$ cat config.mk
export PLATFORM = sky130hd
export DESIGN_NAME = matmul_apb_slave
export DESIGN_NICKNAME = d
export VERILOG_FILES = /design/src/rtl/matmul_apb_slave.sv
export SDC_FILE = /design/constraint.sdc
export NUM_CORES = 2
export LEC_CHECK = 0
export ABC_AREA = 1
export BUFFER_PORTS_ARGS = -buffer_cell sky130_fd_sc_hd__buf_2
export CORE_AREA = 2 2 350 352
export CTS_CLUSTER_SIZE = 24
export DETAILED_ROUTE_END_ITERATION = 8
export DIE_AREA = 0 0 352 354
export PLACE_DENSITY = 0.59
export SYNTH_ARGS = -nofsm -noshare
export SYNTH_HDL_FRONTEND = slang
export SYNTH_SLANG_ARGS = --single-unit
export TNS_END_PERCENT = 10
$ cat constraint.sdc
create_clock -name clk_i -period 2.2 [get_ports clk_i]
set_clock_uncertainty 0.05 [all_clocks]
set_input_delay 0.33 -clock clk_i [delete_from_list [all_inputs] [get_ports clk_i]]
set_output_delay 0.33 -clock clk_i [all_outputs]
set_load 0.1 [all_outputs]
$ cat src/rtl/matmul_apb_slave.sv
// APB register front end for the matmul accelerator: operand/control
// registers, compute launch, and capture of result matrix and flags.
module matmul_apb_slave #(
    parameter int DATA_WIDTH = 8,
    parameter int BUS_WIDTH  = 32,
    parameter int ADDR_WIDTH = 16,
    parameter int MAX_DIM    = 4
) (
    input  logic                                   clk_i,
    input  logic                                   rst_i,
    input  logic                                   psel_i,
    input  logic                                   penable_i,
    input  logic                                   pwrite_i,
    input  logic [ADDR_WIDTH-1:0]                  paddr_i,
    input  logic [BUS_WIDTH-1:0]                   pwdata_i,
    input  logic [BUS_WIDTH/8-1:0]                 pstrb_i,
    output logic [BUS_WIDTH-1:0]                   prdata_o,
    output logic                                   pready_o,
    output logic                                   pslverr_o,
    output logic                                   start_o,
    output logic [5:0]                             dims_o,
    output logic [MAX_DIM*BUS_WIDTH-1:0]           a_mat_o,
    output logic [MAX_DIM*BUS_WIDTH-1:0]           b_mat_o,
    input  logic                                   done_i,
    input  logic [BUS_WIDTH-1:0]                   flags_i,
    input  logic [MAX_DIM*MAX_DIM*BUS_WIDTH-1:0]   result_i,
    output logic                                   busy_o
);
    localparam int STRB_W = BUS_WIDTH/8;
    localparam int ROW_W  = MAX_DIM*DATA_WIDTH;
    localparam int NELEM  = MAX_DIM*MAX_DIM;
    localparam int ROW_AW = $clog2(MAX_DIM);

    typedef enum logic [1:0] {APB_IDLE, APB_RD_WAIT, APB_RESP} apb_state_e;
    typedef enum logic {CMP_IDLE, CMP_BUSY} cmp_state_e;

    apb_state_e           apb_q, apb_d;
    cmp_state_e           cmp_q, cmp_d;
    logic [5:0]           dims_q, dims_d;
    logic [ROW_W-1:0]     a_q [MAX_DIM];
    logic [ROW_W-1:0]     a_d [MAX_DIM];
    logic [ROW_W-1:0]     b_q [MAX_DIM];
    logic [ROW_W-1:0]     b_d [MAX_DIM];
    logic [BUS_WIDTH-1:0] sp_q [NELEM];
    logic [BUS_WIDTH-1:0] sp_d [NELEM];
    logic [BUS_WIDTH-1:0] flags_q, flags_d;
    logic [BUS_WIDTH-1:0] rdata_q, rdata_d;
    logic                 rerr_q, rerr_d;
    logic                 start_q, start_d;

    logic [2:0]           region;
    logic [3:0]           idx;
    logic [ROW_AW-1:0]    row;
    logic                 busy;
    logic                 wr_err;
    logic                 rd_err;
    logic [BUS_WIDTH-1:0] ctrl_cur;
    logic [BUS_WIDTH-1:0] ctrl_new;
    logic [BUS_WIDTH-1:0] rd_val;
    logic                 unused_paddr;

    assign region       = paddr_i[4:2];
    assign idx          = paddr_i[8:5];
    assign row          = idx[ROW_AW-1:0];
    assign busy         = (cmp_q == CMP_BUSY);
    assign unused_paddr = ^{paddr_i[ADDR_WIDTH-1:9], paddr_i[1:0]};
    assign ctrl_cur     = {{(BUS_WIDTH-8){1'b0}}, busy, dims_q, 1'b0};
    assign ctrl_new     = merge(ctrl_cur, pwdata_i, pstrb_i);
    assign rd_err       = (region > 3'd4);

    function automatic logic [BUS_WIDTH-1:0] merge(
        input logic [BUS_WIDTH-1:0] old_v,
        input logic [BUS_WIDTH-1:0] new_v,
        input logic [STRB_W-1:0]    strb
    );
        logic [BUS_WIDTH-1:0] r;
        r = old_v;
        for (int i = 0; i < STRB_W; i++) begin
            if (strb[i]) r[8*i +: 8] = new_v[8*i +: 8];
        end
        return r;
    endfunction

    always_comb begin
        wr_err = 1'b1;
        rd_val = '0;
        case (region)
            3'd0: begin wr_err = busy; rd_val = ctrl_cur; end
            3'd1: begin wr_err = busy; rd_val = a_q[row]; end
            3'd2: begin wr_err = busy; rd_val = b_q[row]; end
            3'd3: rd_val = flags_q;
            3'd4: rd_val = sp_q[idx];
            default: rd_val = '0;
        endcase
    end

    always_comb begin
        apb_d     = apb_q;
        cmp_d     = cmp_q;
        dims_d    = dims_q;
        a_d       = a_q;
        b_d       = b_q;
        sp_d      = sp_q;
        flags_d   = flags_q;
        rdata_d   = rdata_q;
        rerr_d    = rerr_q;
        start_d   = 1'b0;
        pready_o  = 1'b0;
        pslverr_o = 1'b0;
        prdata_o  = '0;
        case (apb_q)
            APB_IDLE: begin
                if (psel_i && penable_i && pwrite_i) begin
                    pready_o  = 1'b1;
                    pslverr_o = wr_err;
                    if (!wr_err) begin
                        case (region)
                            3'd0: begin
                                dims_d  = ctrl_new[6:1];
                                start_d = ctrl_new[0];
                            end
                            3'd1: a_d[row] = merge(a_q[row], pwdata_i, pstrb_i);
                            3'd2: b_d[row] = merge(b_q[row], pwdata_i, pstrb_i);
                            default: ;
                        endcase
                    end
                end else if (psel_i && penable_i) begin
                    apb_d = APB_RD_WAIT;
                end
            end
            APB_RD_WAIT: begin
                rdata_d = rd_err ? '0 : rd_val;
                rerr_d  = rd_err;
                apb_d   = APB_RESP;
            end
            APB_RESP: begin
                pready_o  = 1'b1;
                pslverr_o = rerr_q;
                prdata_o  = rdata_q;
                apb_d     = APB_IDLE;
            end
            default: apb_d = APB_IDLE;
        endcase
        // a START write can only be accepted while idle, so it never races done_i
        if (busy && done_i) begin
            cmp_d   = CMP_IDLE;
            flags_d = flags_i;
            for (int e = 0; e < NELEM; e++) begin
                sp_d[e] = result_i[e*BUS_WIDTH +: BUS_WIDTH];
            end
        end else if (start_d) begin
            cmp_d = CMP_BUSY;
        end
    end

    always_ff @(posedge clk_i) begin
        if (rst_i) begin
            apb_q   <= APB_IDLE;
            cmp_q   <= CMP_IDLE;
            dims_q  <= '0;
            flags_q <= '0;
            rdata_q <= '0;
            rerr_q  <= 1'b0;
            start_q <= 1'b0;
            for (int r = 0; r < MAX_DIM; r++) begin
                a_q[r] <= '0;
                b_q[r] <= '0;
            end
            for (int e = 0; e < NELEM; e++) sp_q[e] <= '0;
        end else begin
            apb_q   <= apb_d;
            cmp_q   <= cmp_d;
            dims_q  <= dims_d;
            flags_q <= flags_d;
            rdata_q <= rdata_d;
            rerr_q  <= rerr_d;
            start_q <= start_d;
            a_q     <= a_d;
            b_q     <= b_d;
            sp_q    <= sp_d;
        end
    end

    assign start_o = start_q;
    assign busy_o  = busy;
    assign dims_o  = dims_q;

    for (genvar r = 0; r < MAX_DIM; r++) begin : g_rows
        assign a_mat_o[r*BUS_WIDTH +: BUS_WIDTH] = a_q[r];
        assign b_mat_o[r*BUS_WIDTH +: BUS_WIDTH] = b_q[r];
    end
endmodule
==> impl_metrics.tcl <==
set metrics [dict create \
    ys_types 28 \
    crit_fanout 7 \
    slew-limit-headroom_pct 58.2 \
    crit_required_ns 1.82 \
    drive_gt1_share_pct 20.1 \
    timing.fmax_mhz 448 \
    endpoint_kind "output port" \
    violations "setup timing" \
    vdd.ir_drop.worst_mv 0.594 \
    dr.pass1.iters 7 \
    intPower_w 0.0266 \
    first_iter_violations 4342 \
    initial_core_util_pct 30.9 \
    syn_area_per_cell_um2 6.67 \
    combPwrFrac_pct 10.7 \
    overflow 0 \
    dieArea_um2 125000 \
    synth_top_area_cell "dfxtp_1" \
    syn_nets 6209 \
    die_x_um 352 \
    reg2regPathDepth 9 \
    nNetsFinal 7629 \
    ys_seq_elements 843 \
    routed_wl_um 188000 \
    cp-start-kind "register" \
    synthCells 5607 \
    p_sw_w 0.00910 \
    drv_cap 0 \
    total_power_w 0.0357 \
    final_antenna_net_count 0 \
    cts_buffers 96 \
    die_h_um 354 \
    hold_class "input port to register" \
    status "finished, violations left" \
    rrSetupSlack_ns 0.24 \
    coreArea_um2 121000 \
    rsz0062_at_grt "true" \
    grt_pass1_vias 41901 \
    seqPwrFrac_pct 42.9 \
    syn2layout_area_growth_pct 47.2 \
    drc 0 \
    cts-htree-levels 3 \
    r2r-end "a_mat_o[120]" \
    clock_latency_ns 0.69 \
    startpoint "apb_q[0]" \
    report.final.slew_viol_count 0 \
    dp_slack_ns -0.510 \
    critPathSlowestCell "dfxtp_2" \
    final.min_clock_period_ns 2.23 \
    fin_ws_ns -0.0325 \
    syn_area_um2 37400 \
    cts.clk_slew.worst_paths_ns 0.06 \
    grt_max_degree 102 \
    port-buffer-count 890 \
    routedWlPerCell_um 21.6 \
    clockBufferDepth 3 \
    io_pins 900 \
    hp-start "rst_i" \
    yosysWarnings 0 \
    cts_sinks 843 \
    r2r-start "apb_q[1]" \
    dpl.hpwl_um 136000 \
    fp-row-count 128 \
    p_clk_share_pct 46.4 \
    yosysSeqAreaShare_pct 45.1 \
    max_slew.worst_pin.slew_ns 0.627 \
    root_buffer "clkbuf_16" \
    setup_viol 6 \
    vias 44081 \
    place_congestion 0.927 \
    hold_viol_final 0 \
    hold_ws_ns 0.0638 \
    arrival_ns 1.85 \
    fin_util_pct 45.5 \
    final_common_cell "nand2_1" \
    whs_endpoint "sp_q[449]" \
    path_cells "inv_4, nand2_8, buf_16, nor2_2, buf_12" \
    slowest_delay_ns 0.33 \
    n_fill_cell 12088 \
    switching_share_pct 25.5 \
    leakage_nw 23.2 \
    final_cell_mix "1,317 x nand2_1, 1,125 x nor2_1, 853 x buf_2" \
    critPathKind "register to output port" \
    grt_usage_pct 29.0 \
    p_per_area_nw_per_um2 649 \
    min_period_over_period_pct 101 \
    hold-path-cell-count 4 \
    synthTopCellsByArea "dfxtp_1 45%, nand2_1 13%, nor2_1 12%" \
    grt_pass1_wl_um 272000 \
    antenna_found_initial 14 \
    drt-vias-per-instance 5.04 \
    synth_top_area_share_pct 45.1 \
    cts_tree "built" \
]
## synthesized netlist by cell type, drive strengths merged
cell type,count
clkinv,4
nor3,3
a31oi,100
o22ai,47
nand4,18
inv,281
nor2,1160
clkbuf,268
a211oi,2
a21oi,277
buf,149
o21ai,926
dfxtp,843
nand3,201
nand2,1328
## timing repair
| action | CTS | global route |
|---|---|---|
| gates resized for setup | 66 | 5 |
| gates cloned | 2 | 1 |
| buffers inserted | 3 | 1 |
| hold buffers | 562 | 0 |
| pin swaps | 3 | 4 |
| endpoints found under the hold margin | 594 | 0 |
| setup endpoints to repair | 31 | 29 |
## layout make-up
type                    instances  area [µm²]  area share, %
diodes                         13        32.5         0.0591
clock buffers                 139        2780           5.04
clock inverters                35         464          0.844
inverters                     285        1090           1.99
multi-input cells            4062       17900           32.4
flip-flops and latches        843       16900           30.7
well taps                    1625        2030           3.69
repair buffers               1739       13900           25.2
## registers in the layout, indices dropped and copies added, names as in the netlist, 2 cells and up
| name | cells |
|---|---|
| a_mat_o | 128 |
| apb_q | 2 |
| b_mat_o | 128 |
| dims_o | 6 |
| flags_q | 32 |
| rdata_q | 32 |
| sp_q | 512 |
## worst max-delay path: cells and delay by family, from the launching register on
kind | cells | cell delay [ns]
flops | 1 | 0.33
simple gates | 2 | 0.34
buf+inv | 3 | 0.49
## power by group through the flow
stage,Clock (W),Sequential (W),Combinational [W]
floorplan,0,0.0158,0.00111
CTS,0.0168,0.0153,0.00372
global placement,0,0.0157,0.00291
global route,0.0174,0.0153,0.00403
finish,0.0166,0.0153,0.00381
detailed placement,0,0.0157,0.00291
## worst max path at each step
stage | cells after the start | slack (ns) | to
floorplan | 4 | -0.16 | prdata_o[18]
finish | 5 | -0.03 | prdata_o[5]
CTS | 5 | -0.1 | prdata_o[8]
detailed placement | 15 | -0.51 | rdata_q[11]
global route | 5 | -0.11 | prdata_o[11]
global placement | 15 | -0.61 | rdata_q[11]
## stage by stage
| step | instance area [µm²] | TNS [ns] | instances |
|---|---|---|---|
| final | 55000 | -0.114 | 8741 |
| after global routing | 55000 | -1.59 | 8734 |
| after CTS | 54900 | -1.29 | 8726 |
| after detailed placement | 45800 | -5.92 | 7985 |
| after global placement | 45800 | -6.01 | 7985 |
| after floorplan | 37400 | -4.57 | 5607 |
## cells by family after synthesis
family / synth area share [%]
simple gates: 28.1
buf+inv: 7.87
flops: 45.1
compound gates: 18.9
## routing by layer
metal  GRT usage [%]  vias to the layer above  share of wire [%]
li1                -                    20962                  -
met1            37.4                    20370                 42
met2            46.6                     2269                 45
met3            5.34                      476                8.0
met4            14.2                        4                5.4
met5               0                        -              0.014
No activity file was read; power rests on OpenSTA's default activity.
